$ cat src/rtl/ascon_init_loader.sv
// Ascon-128 init front end: loads key/nonce words, launches the init permutation, key-XORs its result.
// Start pulses the cycle after word 7; out_valid rises the cycle after init_finished_i and holds until out_ready_i.
package ascon_init_loader_pkg;
  typedef struct packed {
    logic [63:0] x0;
    logic [63:0] x1;
    logic [63:0] x2;
    logic [63:0] x3;
    logic [63:0] x4;
  } state_t;
endpackage

module ascon_init_loader
  import ascon_init_loader_pkg::*;
#(
  parameter logic [63:0] IV = 64'h80400c0600000000
) (
  input  logic         clk_i,
  input  logic         rst_n_i,
  input  logic         clear_i,
  input  logic         in_valid_i,
  output logic         in_ready_o,
  input  logic [31:0]  in_data_i,
  output logic         init_start_o,
  output state_t       init_state_o,
  input  logic         init_update_i,
  input  state_t       init_state_i,
  input  logic         init_finished_i,
  output logic         out_valid_o,
  input  logic         out_ready_i,
  output state_t       out_state_o,
  output logic [127:0] key_o,
  output logic         busy_o
);

  typedef enum logic [1:0] {LOAD, START, WAIT, OUT} fsm_t;

  fsm_t         fsm;
  logic [2:0]   wcnt;
  logic [127:0] key;
  logic [127:0] nonce;
  state_t       capture;
  logic         word_acc;

  assign word_acc = in_valid_i & in_ready_o;

  always_ff @(posedge clk_i or negedge rst_n_i) begin
    if (!rst_n_i) begin
      fsm          <= LOAD;
      wcnt         <= '0;
      in_ready_o   <= 1'b1;
      init_start_o <= 1'b0;
      out_valid_o  <= 1'b0;
      busy_o       <= 1'b0;
      key          <= '0;
      nonce        <= '0;
      capture      <= '0;
      out_state_o  <= '0;
    end else if (clear_i) begin
      // Abort wins over any handshake this cycle; data registers are left as they are.
      fsm          <= LOAD;
      wcnt         <= '0;
      in_ready_o   <= 1'b1;
      init_start_o <= 1'b0;
      out_valid_o  <= 1'b0;
      busy_o       <= 1'b0;
    end else begin
      case (fsm)
        LOAD: begin
          if (word_acc) begin
            // Word 0 of each half lands in the most significant 32 bits.
            if (wcnt[2]) begin
              nonce[{~wcnt[1:0], 5'd0} +: 32] <= in_data_i;
            end else begin
              key[{~wcnt[1:0], 5'd0} +: 32] <= in_data_i;
            end
            wcnt <= wcnt + 3'd1;
            if (wcnt == 3'd7) begin
              fsm          <= START;
              in_ready_o   <= 1'b0;
              init_start_o <= 1'b1;
              busy_o       <= 1'b1;
            end
          end
        end
        START: begin
          fsm          <= WAIT;
          init_start_o <= 1'b0;
        end
        WAIT: begin
          if (init_update_i) begin
            capture <= init_state_i;
          end
          if (init_finished_i) begin
            out_state_o <= {capture.x0, capture.x1, capture.x2,
                            capture.x3 ^ key[127:64], capture.x4 ^ key[63:0]};
            fsm         <= OUT;
            out_valid_o <= 1'b1;
          end
        end
        OUT: begin
          if (out_ready_i) begin
            fsm         <= LOAD;
            out_valid_o <= 1'b0;
            in_ready_o  <= 1'b1;
            busy_o      <= 1'b0;
          end
        end
        default: fsm <= LOAD;
      endcase
    end
  end

  assign key_o        = key;
  assign init_state_o = {IV, key, nonce};

endmodule
$ cat config.mk
export PLATFORM = sky130hd
export DESIGN_NAME = ascon_init_loader
export DESIGN_NICKNAME = d
export VERILOG_FILES = /design/src/rtl/ascon_init_loader.sv
export SDC_FILE = /design/constraint.sdc
export NUM_CORES = 1
export LEC_CHECK = 0
export CORE_AREA = 2 2 437 439
export CTS_CLUSTER_DIAMETER = 100
export DETAILED_ROUTE_END_ITERATION = 6
export DIE_AREA = 0 0 439 441
export DONT_BUFFER_PORTS = 1
export HOLD_SLACK_MARGIN = 0.15
export PLACE_DENSITY = 0.4
export RECOVER_POWER = 25
export SYNTH_ARGS = -nofsm -noshare
export SYNTH_HDL_FRONTEND = slang
export SYNTH_SLANG_ARGS = --single-unit
$ cat constraint.sdc
create_clock -name clk_i -period 3.06 [get_ports clk_i]
set_clock_uncertainty 0.1 [all_clocks]
set_input_delay 0.306 -clock clk_i [delete_from_list [all_inputs] [get_ports clk_i]]
set_output_delay 0.306 -clock clk_i [all_outputs]
set_load 0.02 [all_outputs]
==> impl_metrics.json, run 1 <==
{
  "grt_antenna_before_repair": 26,
  "netlist_area_um2": 37000,
  "worstPathRequired_ns": 3.57,
  "via_count": 22100,
  "yosys_register_bits": 905,
  "achievable-frequency_mhz": 347,
  "hold_ws_ns": -0.865,
  "avgRoutedWirePerCell_um": 23.6,
  "number_of_global_route_vias_before_repair": 23800,
  "post_synth.cell_area_avg_um2": 14.4,
  "nFillCells": 19700,
  "critical_path.endpoint_type": "register",
  "worst-slew-pin-transition_ns": 1.32,
  "routed_vias_inst": 3.82,
  "post_synth_main_area_contributors": "sky130_fd_sc_hd__dfrtp_1, sky130_fd_sc_hd__mux2_2, sky130_fd_sc_hd__buf_4",
  "worst-path-max-fanout": 36,
  "ir_worst_vdd_mv": 0.502,
  "tritoncts.num_buffers": 113,
  "fin_nets": 3534,
  "synth_top_area_frac": 0.611,
  "hold_buffers": 670,
  "postRouteAntennaNets": 0,
  "met3_wirelength_um": 12200,
  "grt_max_degree": 906,
  "cts.sink_count": 905,
  "regToRegSetupSlack_ns": 0.18,
  "synth.yosys.warnings": 0,
  "total_leakage_power_nw": 23.9,
  "setup_tns_final_ns": 0,
  "drv_slew": 0,
  "die_area_um2": 194000,
  "drt-total-wl_um": 137000,
  "cellPowerDensity_nw_per_um2": 755,
  "drc": 0,
  "cts_tree": "built",
  "io_buffer_count": 0,
  "reg_to_reg_critical_path_endpoint": "capture[312]$_DFFE_PN0P_",
  "outcome": "finished with violations",
  "drt_pre_antenna_iters": 4,
  "clk_transition_reported_paths_ns": 0.06,
  "synthArstFlopShare": 1.00,
  "max_slew_margin": 0.118,
  "synth-seq-area-share": 0.611,
  "setup.worst_path.end": "capture[312]$_DFFE_PN0P_",
  "rsz_0062_raised_after_global_routing": "false",
  "gr-usage-all-layers": 0.135,
  "worstRegToRegCells": 7,
  "synth_cells": 2570,
  "crit_arrival_ns": 3.39,
  "timing.critical_path.slowest_stage_cell": "sky130_fd_sc_hd__dlygate4sd3_1",
  "critical_path.reg2reg.startpoint": "fsm[0]$_DFFE_PN0P_",
  "hold_path.class": "input port to async pin",
  "setup.worst_path.start": "fsm[0]$_DFFE_PN0P_",
  "cp-start-kind": "register",
  "layout.area.seq_um2": 22600,
  "final_cells": 5780,
  "dpl.cell_count": 4884,
  "crit_type": "register to register",
  "fraction_of_final_layout_cells_sized_beyond_drive_strength_1": 0.311,
  "grt_pass1_wl_um": 187000,
  "crit_path_max_incr_delay_ns": 0.56,
  "crit_chain": "inv_1, ha_1, nand3b_1, clkbuf_16, buf_12, mux2_2, dlygate4sd3_1",
  "gpl.final_weighted_congestion": 0.777,
  "wl_met2_um": 69500,
  "dieHeight_um": 441,
  "clock_buffer_depth": 3,
  "hold_violations": 244,
  "rows": 160,
  "multi_input_comb_area_um2": 12500,
  "failed_checks": "hold timing",
  "clock-root-buffer": "sky130_fd_sc_hd__clkbuf_16",
  "hpwl_detailed_um": 96200,
  "drt-initial-drc-count": 915,
  "floorplan.core_area_um2": 189000,
  "setup_viol_count_final": 0,
  "clkLatencyLatePin_ns": 0.75,
  "synth_cell_types": 39,
  "initial_utilization": 0.196,
  "cts-htree-levels": 3,
  "fin_crit_sh": 0.942,
  "syn2layout_area_growth_pct": 34.0,
  "highest-signal-layer": "met5",
  "clock_period_minus_worst_slack_ns": 2.88,
  "dieWidth_um": 439,
  "postSynth.topFlopCell": "sky130_fd_sc_hd__dfrtp_1",
  "yosys.area.top_type": "sky130_fd_sc_hd__dfrtp_1",
  "grt_overflow_total": 0,
  "ioPinCount": 1131,
  "wl_met1_um": 51100,
  "synth_enable_flop_cells": 0,
  "maximum_capacitance_violations": 0
}
layer usage:
metal | up-vias | GRT usage
met3 | 172 | 0.0516
met5 | - | 0
li1 | 9762 | -
met4 | 4 | 0.0467
met1 | 11400 | 0.151
met2 | 778 | 0.235
worst min path at each step:
stage / end / slack [ns] / cells past startpoint
2_1_floorplan: busy_o$_DFFE_PN0P_ / -0.09 / 0
3_3_place_gp: capture[57]$_DFFE_PN0P_ / -0.07 / 0
3_5_place_dp: capture[57]$_DFFE_PN0P_ / -0.07 / 0
4_1_cts: out_state_o[52]$_DFFE_PN0P_ / -0.95 / 0
5_1_grt: capture[54]$_DFFE_PN0P_ / -0.92 / 0
6_report: capture[54]$_DFFE_PN0P_ / -0.87 / 0
placed cells by master (no fill, tap or decap), types with 2 or more instances in the layout:
master	n
sky130_fd_sc_hd__clkbuf_8	24
sky130_fd_sc_hd__inv_1	9
sky130_fd_sc_hd__nand4_1	2
sky130_fd_sc_hd__nand2b_1	6
sky130_fd_sc_hd__o21ai_0	131
sky130_fd_sc_hd__mux2i_1	5
sky130_fd_sc_hd__nor3_4	4
sky130_fd_sc_hd__dlygate4sd3_1	670
sky130_fd_sc_hd__buf_6	2
sky130_fd_sc_hd__inv_6	6
sky130_fd_sc_hd__clkbuf_16	114
sky130_fd_sc_hd__diode_2	12
sky130_fd_sc_hd__dfrtp_1	904
sky130_fd_sc_hd__mux2_2	754
sky130_fd_sc_hd__nor2_1	6
sky130_fd_sc_hd__nand2_1	129
sky130_fd_sc_hd__buf_4	37
sky130_fd_sc_hd__inv_8	4
sky130_fd_sc_hd__clkinv_2	18
sky130_fd_sc_hd__and2_1	128
sky130_fd_sc_hd__nor2_4	4
sky130_fd_sc_hd__ha_1	10
sky130_fd_sc_hd__clkinvlp_4	4
sky130_fd_sc_hd__clkinv_16	2
sky130_fd_sc_hd__buf_16	5
sky130_fd_sc_hd__clkbuf_1	28
sky130_fd_sc_hd__conb_1	64
sky130_fd_sc_hd__inv_16	2
sky130_fd_sc_hd__buf_12	17
sky130_fd_sc_hd__mux2_1	15
sky130_fd_sc_hd__bufinv_16	6
sky130_fd_sc_hd__xnor2_1	129
critical path: cells and delay by family (launching register included):
kind	cells	cell delay (ns)
adders and majority gates	1	0.29
buffers and inverters	4	1.26
DFF	1	0.39
muxes	1	0.37
and+or+nand+nor	1	0.24
layout make-up:
type                       count  area share
timing repair buffer         732       0.151
antenna                       12    0.000605
clock buffer                 165      0.0658
sequential                   905       0.456
tap                         2511      0.0633
clock inverter                42      0.0100
multi-input combinational   1404       0.252
inverter                       9    0.000681
logic make-up after synthesis:
group / after synthesis / share of synthesized area
other: 2 / 0.000203
and+or+nand+nor: 290 / 0.0427
AOI/OAI and AO/OA: 137 / 0.0189
buffers and inverters: 323 / 0.0579
DFF: 905 / 0.611
xor gates and xnor gates: 129 / 0.0305
adders and majority gates: 10 / 0.00338
muxes: 774 / 0.235
registers in the layout, indices dropped and copies added (netlist names):
signal and flops:
init_start_o 1, key_o 128, fsm 2, nonce 128, busy_o 1, capture 320, out_state_o 320, wcnt 3
out_valid_o 1, in_ready_o 1
synth_stat cells, types with 2 or more instances:
library cell	n
sky130_fd_sc_hd__dfrtp_1	904
sky130_fd_sc_hd__mux2_2	754
sky130_fd_sc_hd__buf_4	205
sky130_fd_sc_hd__o21ai_0	131
sky130_fd_sc_hd__nand2_1	129
sky130_fd_sc_hd__xnor2_1	129
sky130_fd_sc_hd__and2_1	128
sky130_fd_sc_hd__buf_2	58
sky130_fd_sc_hd__clkbuf_1	36
sky130_fd_sc_hd__mux2_1	15
sky130_fd_sc_hd__buf_6	12
sky130_fd_sc_hd__ha_1	10
sky130_fd_sc_hd__inv_1	9
sky130_fd_sc_hd__nand2b_1	6
sky130_fd_sc_hd__nor2_1	6
sky130_fd_sc_hd__mux2i_1	5
sky130_fd_sc_hd__nor2_4	4
sky130_fd_sc_hd__nor3_4	4
sky130_fd_sc_hd__buf_1	3
sky130_fd_sc_hd__conb_1	2
sky130_fd_sc_hd__nand4_1	2
report_power, final:
part	internal, W	leakage (nW)	switching (W)	total (W)
sequential	0.0139	12.5	0.00365	0.0175
combinational	0.00403	9.53	0.00232	0.00635
clock	0.00793	1.85	0.00562	0.0136
total	0.0258	23.9	0.0116	0.0374
metrics by stage:
stage | total power (W) | hold WS (ns) | instance area, µm² | util | setup WS (ns)
floorplan | 0.0202 | -0.0896 | 37300 | - | 0.995
global placement | 0.0217 | -0.0656 | 39000 | 0.206 | 0.567
detailed placement | 0.0218 | -0.0664 | 39000 | 0.206 | 0.553
CTS | 0.0379 | -0.946 | 49400 | 0.261 | 0.0686
global route | 0.0394 | -0.925 | 49600 | 0.262 | 0.0463
finish | 0.0374 | -0.865 | 49600 | 0.262 | 0.178
timing repair:
item / in CTS / in global routing
endpoints found under the setup margin: 0 / 40
resized for setup: 0 / 2
endpoints found under the hold margin: 1505 / 244
setup buffers: 0 / 1
Power figures use the tool's default switching activity.
==> run 2: changes to the inputs <==
CORE_AREA = 2 2 441 443   (was 2 2 437 439)
DIE_AREA = 0 0 443 445   (was 0 0 439 441)
SLEW_MARGIN = 30   (was not set)
==> impl_metrics.json, run 2 (synthesized netlist as in run 1, its figures left out) <==
{
  "grt_pass1_wl_um": 193000,
  "clk_transition_reported_paths_ns": 0.06,
  "power_switching_w": 0.0114,
  "postLayoutCellArea_um2": 49900,
  "gr-usage-all-layers": 0.137,
  "crit_chain": "inv_1, ha_1, nand3b_1, buf_12, buf_4, mux2_2, dlygate4sd3_1",
  "maximum_capacitance_violations": 1,
  "clock_period_minus_worst_slack_ns": 2.90,
  "nFillCells": 20000,
  "drv_slew": 75,
  "rows": 161,
  "crit_arrival_ns": 3.44,
  "critical_path.endpoint_type": "register",
  "grt_max_degree": 185,
  "clock-root-buffer": "sky130_fd_sc_hd__clkbuf_16",
  "leading_cell_type_in_the_layout_fill_and_taps_excluded": "sky130_fd_sc_hd__dfrtp_1",
  "die_area_um2": 197000,
  "most-common-layout-cells": "sky130_fd_sc_hd__dfrtp_1, sky130_fd_sc_hd__mux2_2, sky130_fd_sc_hd__dlygate4sd3_1",
  "max_slew_margin": -0.264,
  "share_comb_of_total_power": 0.161,
  "drt-total-wl_um": 137000,
  "worst-slew-pin-transition_ns": 1.90,
  "crit_path_max_incr_delay_ns": 0.57,
  "clock_buffer_depth": 3,
  "hold_ws_ns": -0.0260,
  "dieWidth_um": 443,
  "power_frac_clock": 0.370,
  "worstRegToRegCells": 7,
  "grt_antenna_before_repair": 25,
  "fraction_of_final_layout_cells_sized_beyond_drive_strength_1": 0.310,
  "sw_frac_of_total": 0.304,
  "cts-htree-levels": 3,
  "hold_path.class": "input port to async pin",
  "worst-path-max-fanout": 25,
  "seqPwrFrac": 0.468,
  "cts.repair.resized": 0,
  "outcome": "finished with violations",
  "top_regs": "capture x320, out_state_o x320",
  "gpl.final_weighted_congestion": 0.774,
  "internal_power_w": 0.0262,
  "ir_worst_vdd_mv": 0.426,
  "number_of_global_route_vias_before_repair": 24000,
  "dieHeight_um": 445,
  "drt_pre_antenna_iters": 4,
  "drc": 0,
  "hpwl_detailed_um": 99100,
  "worstPathRequired_ns": 3.60,
  "grt_overflow_total": 0,
  "rsz_0062_raised_after_global_routing": "false",
  "io_buffer_count": 0,
  "multi_input_comb_area_um2": 12500,
  "total_leakage_power_nw": 24.0,
  "ioPinCount": 1131,
  "layout.area.seq_um2": 22600,
  "crit_type": "register to register",
  "placed_area_um2": 39100,
  "failed_checks": "hold timing, capacitance limit, slew limit",
  "cts.sink_count": 905,
  "drt-initial-drc-count": 1088,
  "initial_utilization": 0.193,
  "critical_path.reg2reg.startpoint": "fsm[0]$_DFFE_PN0P_",
  "postRouteAntennaNets": 0,
  "achievable-frequency_mhz": 345,
  "reg_to_reg_critical_path_endpoint": "capture[13]$_DFFE_PN0P_",
  "hold_violations": 8,
  "setup_tns_final_ns": 0,
  "setup_viol_count_final": 0,
  "setup.worst_path.start": "fsm[0]$_DFFE_PN0P_",
  "via_count": 22300,
  "routed_vias_inst": 3.85,
  "cellPowerDensity_nw_per_um2": 753,
  "clkLatencyLatePin_ns": 0.75,
  "cts_tree": "built",
  "timing.critical_path.slowest_stage_cell": "sky130_fd_sc_hd__dlygate4sd3_1",
  "cp-start-kind": "register",
  "floorplan.core_area_um2": 192000,
  "syn2layout_area_growth_pct": 34.7,
  "hold_buffers": 680,
  "fin_nets": 3532,
  "regToRegSetupSlack_ns": 0.16,
  "fin_crit_sh": 0.948,
  "tritoncts.num_buffers": 111,
  "avgRoutedWirePerCell_um": 23.7,
  "setup.worst_path.end": "capture[13]$_DFFE_PN0P_"
}
[run 2: power groups by stage]
| stage | Combinational, W | Sequential, W | Clock (W) |
|---|---|---|---|
| 3_5_place_dp | 0.00386 | 0.0180 | 0 |
| 5_1_grt | 0.00671 | 0.0179 | 0.0149 |
| 4_1_cts | 0.00612 | 0.0177 | 0.0145 |
| 6_report | 0.00607 | 0.0176 | 0.0139 |
| 2_1_floorplan | 0.00409 | 0.0161 | 0 |
| 3_3_place_gp | 0.00353 | 0.0179 | 0 |
[run 2: per-stage QoR]
step	total power [W]	util	hold slack [ns]	std cells	setup slack, ns
floorplan	0.0202	-	-0.0896	2632	0.995
global placement	0.0215	0.203	-0.0655	4888	0.584
detailed placement	0.0218	0.204	-0.0874	4894	0.335
CTS	0.0383	0.260	-0.0940	5778	0.125
global route	0.0396	0.260	0.0414	5785	0.00565
finish	0.0376	0.260	-0.0260	5796	0.158
[run 2: worst min path at each step]
stage,start,endpoint
after global routing,rst_n_i,out_state_o[88]$_DFFE_PN0P_
after CTS,rst_n_i,nonce[54]$_DFFE_PN0P_
after detailed placement,rst_n_i,capture[60]$_DFFE_PN0P_
after global placement,rst_n_i,capture[60]$_DFFE_PN0P_
final,rst_n_i,out_state_o[88]$_DFFE_PN0P_
after floorplan,rst_n_i,busy_o$_DFFE_PN0P_
[run 2: area by class of cell]
cell class	instances	area share
Multi-Input combinational cell	1404	0.250
Antenna cell	16	0.000802
Tap cell	2526	0.0633
Sequential cell	905	0.454
Timing Repair Buffer	732	0.154
Inverter	9	0.000677
Clock buffer	161	0.0653
Clock inverter	43	0.0122
[run 2: timing repair]
action,4_1_cts,5_1_grt
endpoints found under the setup margin,0,0
buffers inserted,0,0
endpoints found under the hold margin,1122,251
[run 2: layer usage]
layer,routed length [µm],up-vias,track usage
met2,69300,768,0.237
met4,4530,4,0.0502
met3,12800,209,0.0543
li1,-,9761,-
met1,50700,11600,0.151
met5,27,-,0
[run 2: critical path: cells and delay by family, from the launching register on]
family / cells / cell delay [ns]
flops: 1 / 0.39
fa+ha+maj: 1 / 0.29
simple gates: 1 / 0.24
mux: 1 / 0.40
buf+inv: 4 / 1.31
==> run 3: changes to the inputs <==
CELL_PAD_IN_SITES_DETAIL_PLACEMENT = 1   (was not set)
CELL_PAD_IN_SITES_GLOBAL_PLACEMENT = 1   (was not set)
PLACE_DENSITY = 0.45   (was 0.4)
==> impl_metrics.json, run 3 (synthesized netlist as in run 1, its figures left out) <==
{
  "outcome": "finished, final reports clean",
  "fin_nets": 3551,
  "power.total_w": 0.0370,
  "hpwl_detailed_um": 98100,
  "avgRoutedWirePerCell_um": 23.7,
  "hold_path.class": "input port to register",
  "gr-usage-all-layers": 0.137,
  "crit_arrival_ns": 3.43,
  "cts.sink_count": 905,
  "grt_pass1_wl_um": 195000,
  "total_leakage_power_nw": 24.0,
  "setup_viol_count_final": 0,
  "via_count": 22600,
  "postLayoutCellArea_um2": 49900,
  "placed_area_um2": 39200,
  "maximum_capacitance_violations": 0,
  "gpl.final_weighted_congestion": 0.764,
  "initial_utilization": 0.193,
  "ir_worst_vdd_mv": 0.441,
  "fin_crit_sh": 0.956,
  "routed_vias_inst": 3.89,
  "tritoncts.num_buffers": 110,
  "hold_violations": 0,
  "clock-root-buffer": "sky130_fd_sc_hd__clkbuf_16",
  "ioPinCount": 1131,
  "achievable-frequency_mhz": 342,
  "drt-initial-drc-count": 831,
  "nFillCells": 20800,
  "top_regs": "capture x320, out_state_o x320",
  "final_core_utilization": 0.260,
  "worstPathRequired_ns": 3.56,
  "max_slew_margin": 0.310,
  "clkLatencyLatePin_ns": 0.75,
  "drt_pre_antenna_iters": 4,
  "clock_period_minus_worst_slack_ns": 2.92,
  "dieHeight_um": 445,
  "drc": 0,
  "cellPowerDensity_nw_per_um2": 742,
  "rows": 161,
  "grt_overflow_total": 0,
  "floorplan.core_area_um2": 192000,
  "cts.repair.resized": 0,
  "cts_setup_buffers": 0,
  "cp-start-kind": "register",
  "grt_max_degree": 130,
  "most-common-layout-cells": "sky130_fd_sc_hd__dfrtp_1, sky130_fd_sc_hd__mux2_2, sky130_fd_sc_hd__dlygate4sd3_1",
  "number_of_global_route_vias_before_repair": 25300,
  "syn2layout_area_growth_pct": 34.7,
  "critical_path.endpoint_type": "register",
  "postRouteAntennaNets": 0,
  "crit_type": "register to register",
  "worst-path-max-fanout": 22,
  "cts-htree-levels": 3,
  "dieWidth_um": 443,
  "drt-total-wl_um": 138000,
  "die_area_um2": 197000,
  "worst-slew-pin-transition_ns": 1.03,
  "grt_antenna_before_repair": 23,
  "clk_transition_reported_paths_ns": 0.06,
  "drv_slew": 0,
  "fraction_of_final_layout_cells_sized_beyond_drive_strength_1": 0.310,
  "cts_tree": "built",
  "hold_ws_ns": 0.258,
  "clock_buffer_depth": 3,
  "io_buffer_count": 0,
  "leading_cell_type_in_the_layout_fill_and_taps_excluded": "sky130_fd_sc_hd__dfrtp_1"
}
==> run 3: final timing paths <==
check | startpoint | endpoint | slack [ns] | cells after the start
hold / removal | init_state_i[244] | capture[244]$_DFFE_PN0P_ | 0.26 | 2
hold reg to reg | capture[150]$_DFFE_PN0P_ | out_state_o[150]$_DFFE_PN0P_ | 0.39 | 1
max in group asynchronous | rst_n_i | out_state_o[184]$_DFFE_PN0P_ | 0.31 | 12
setup / recovery | fsm[0]$_DFFE_PN0P_ | capture[257]$_DFFE_PN0P_ | 0.14 | 7
setup reg to reg | fsm[0]$_DFFE_PN0P_ | capture[257]$_DFFE_PN0P_ | 0.14 | 7
min in group asynchronous | rst_n_i | key_o[15]$_DFFE_PN0P_ | 0.29 | 9
==> run 3: final cells by class <==
class	count	area [µm²]	share of cell area
diodes	10	25.0	0.000501
clock buffers	169	3260	0.0652
clock inverters	37	403	0.00807
inverters	9	33.8	0.000677
multi-input cells	1404	12500	0.251
flip-flops and latches	905	22600	0.454
well taps	2526	3160	0.0633
repair buffers	752	7870	0.158
==> run 3: stage by stage <==
step / setup WS, ns / TNS, ns / std cells
global route: -0.0292 / -1.06 / 5808
finish: 0.136 / 0 / 5812
global placement: 0.656 / 0 / 4896
CTS: 0.126 / 0 / 5794
floorplan: 0.995 / 0 / 2632
detailed placement: 0.291 / 0 / 4903
==> run 3: routing by layer <==
metal	part of all wire	up-vias	GRT usage
li1	-	9788	-
met5	0.00020	-	0
met4	0.031	4	0.0447
met1	0.37	11800	0.150
met3	0.079	199	0.0491
met2	0.51	792	0.244
==> run 3: worst max-delay path, stage by stage, from the launching register on <==
cell and delay (ns):
sky130_fd_sc_hd__dfrtp_1 0.39, sky130_fd_sc_hd__inv_1 0.10, sky130_fd_sc_hd__ha_1 0.31, sky130_fd_sc_hd__nand3b_1 0.25, sky130_fd_sc_hd__buf_12 0.23, sky130_fd_sc_hd__buf_4 0.35
sky130_fd_sc_hd__mux2_2 0.37, sky130_fd_sc_hd__dlygate4sd3_1 0.57
==> run 3: what timing repair did <==
item                                   4_1_cts  5_1_grt
hold buffers                               685        8
endpoints found under the hold margin     1182       91
setup endpoints to repair                    0        0
==> run 3: where the power goes <==
group	total [W]	internal (W)	switching, W
clock	0.0132	0.00762	0.00555
combinational	0.00629	0.00408	0.00221
sequential	0.0176	0.0139	0.00368
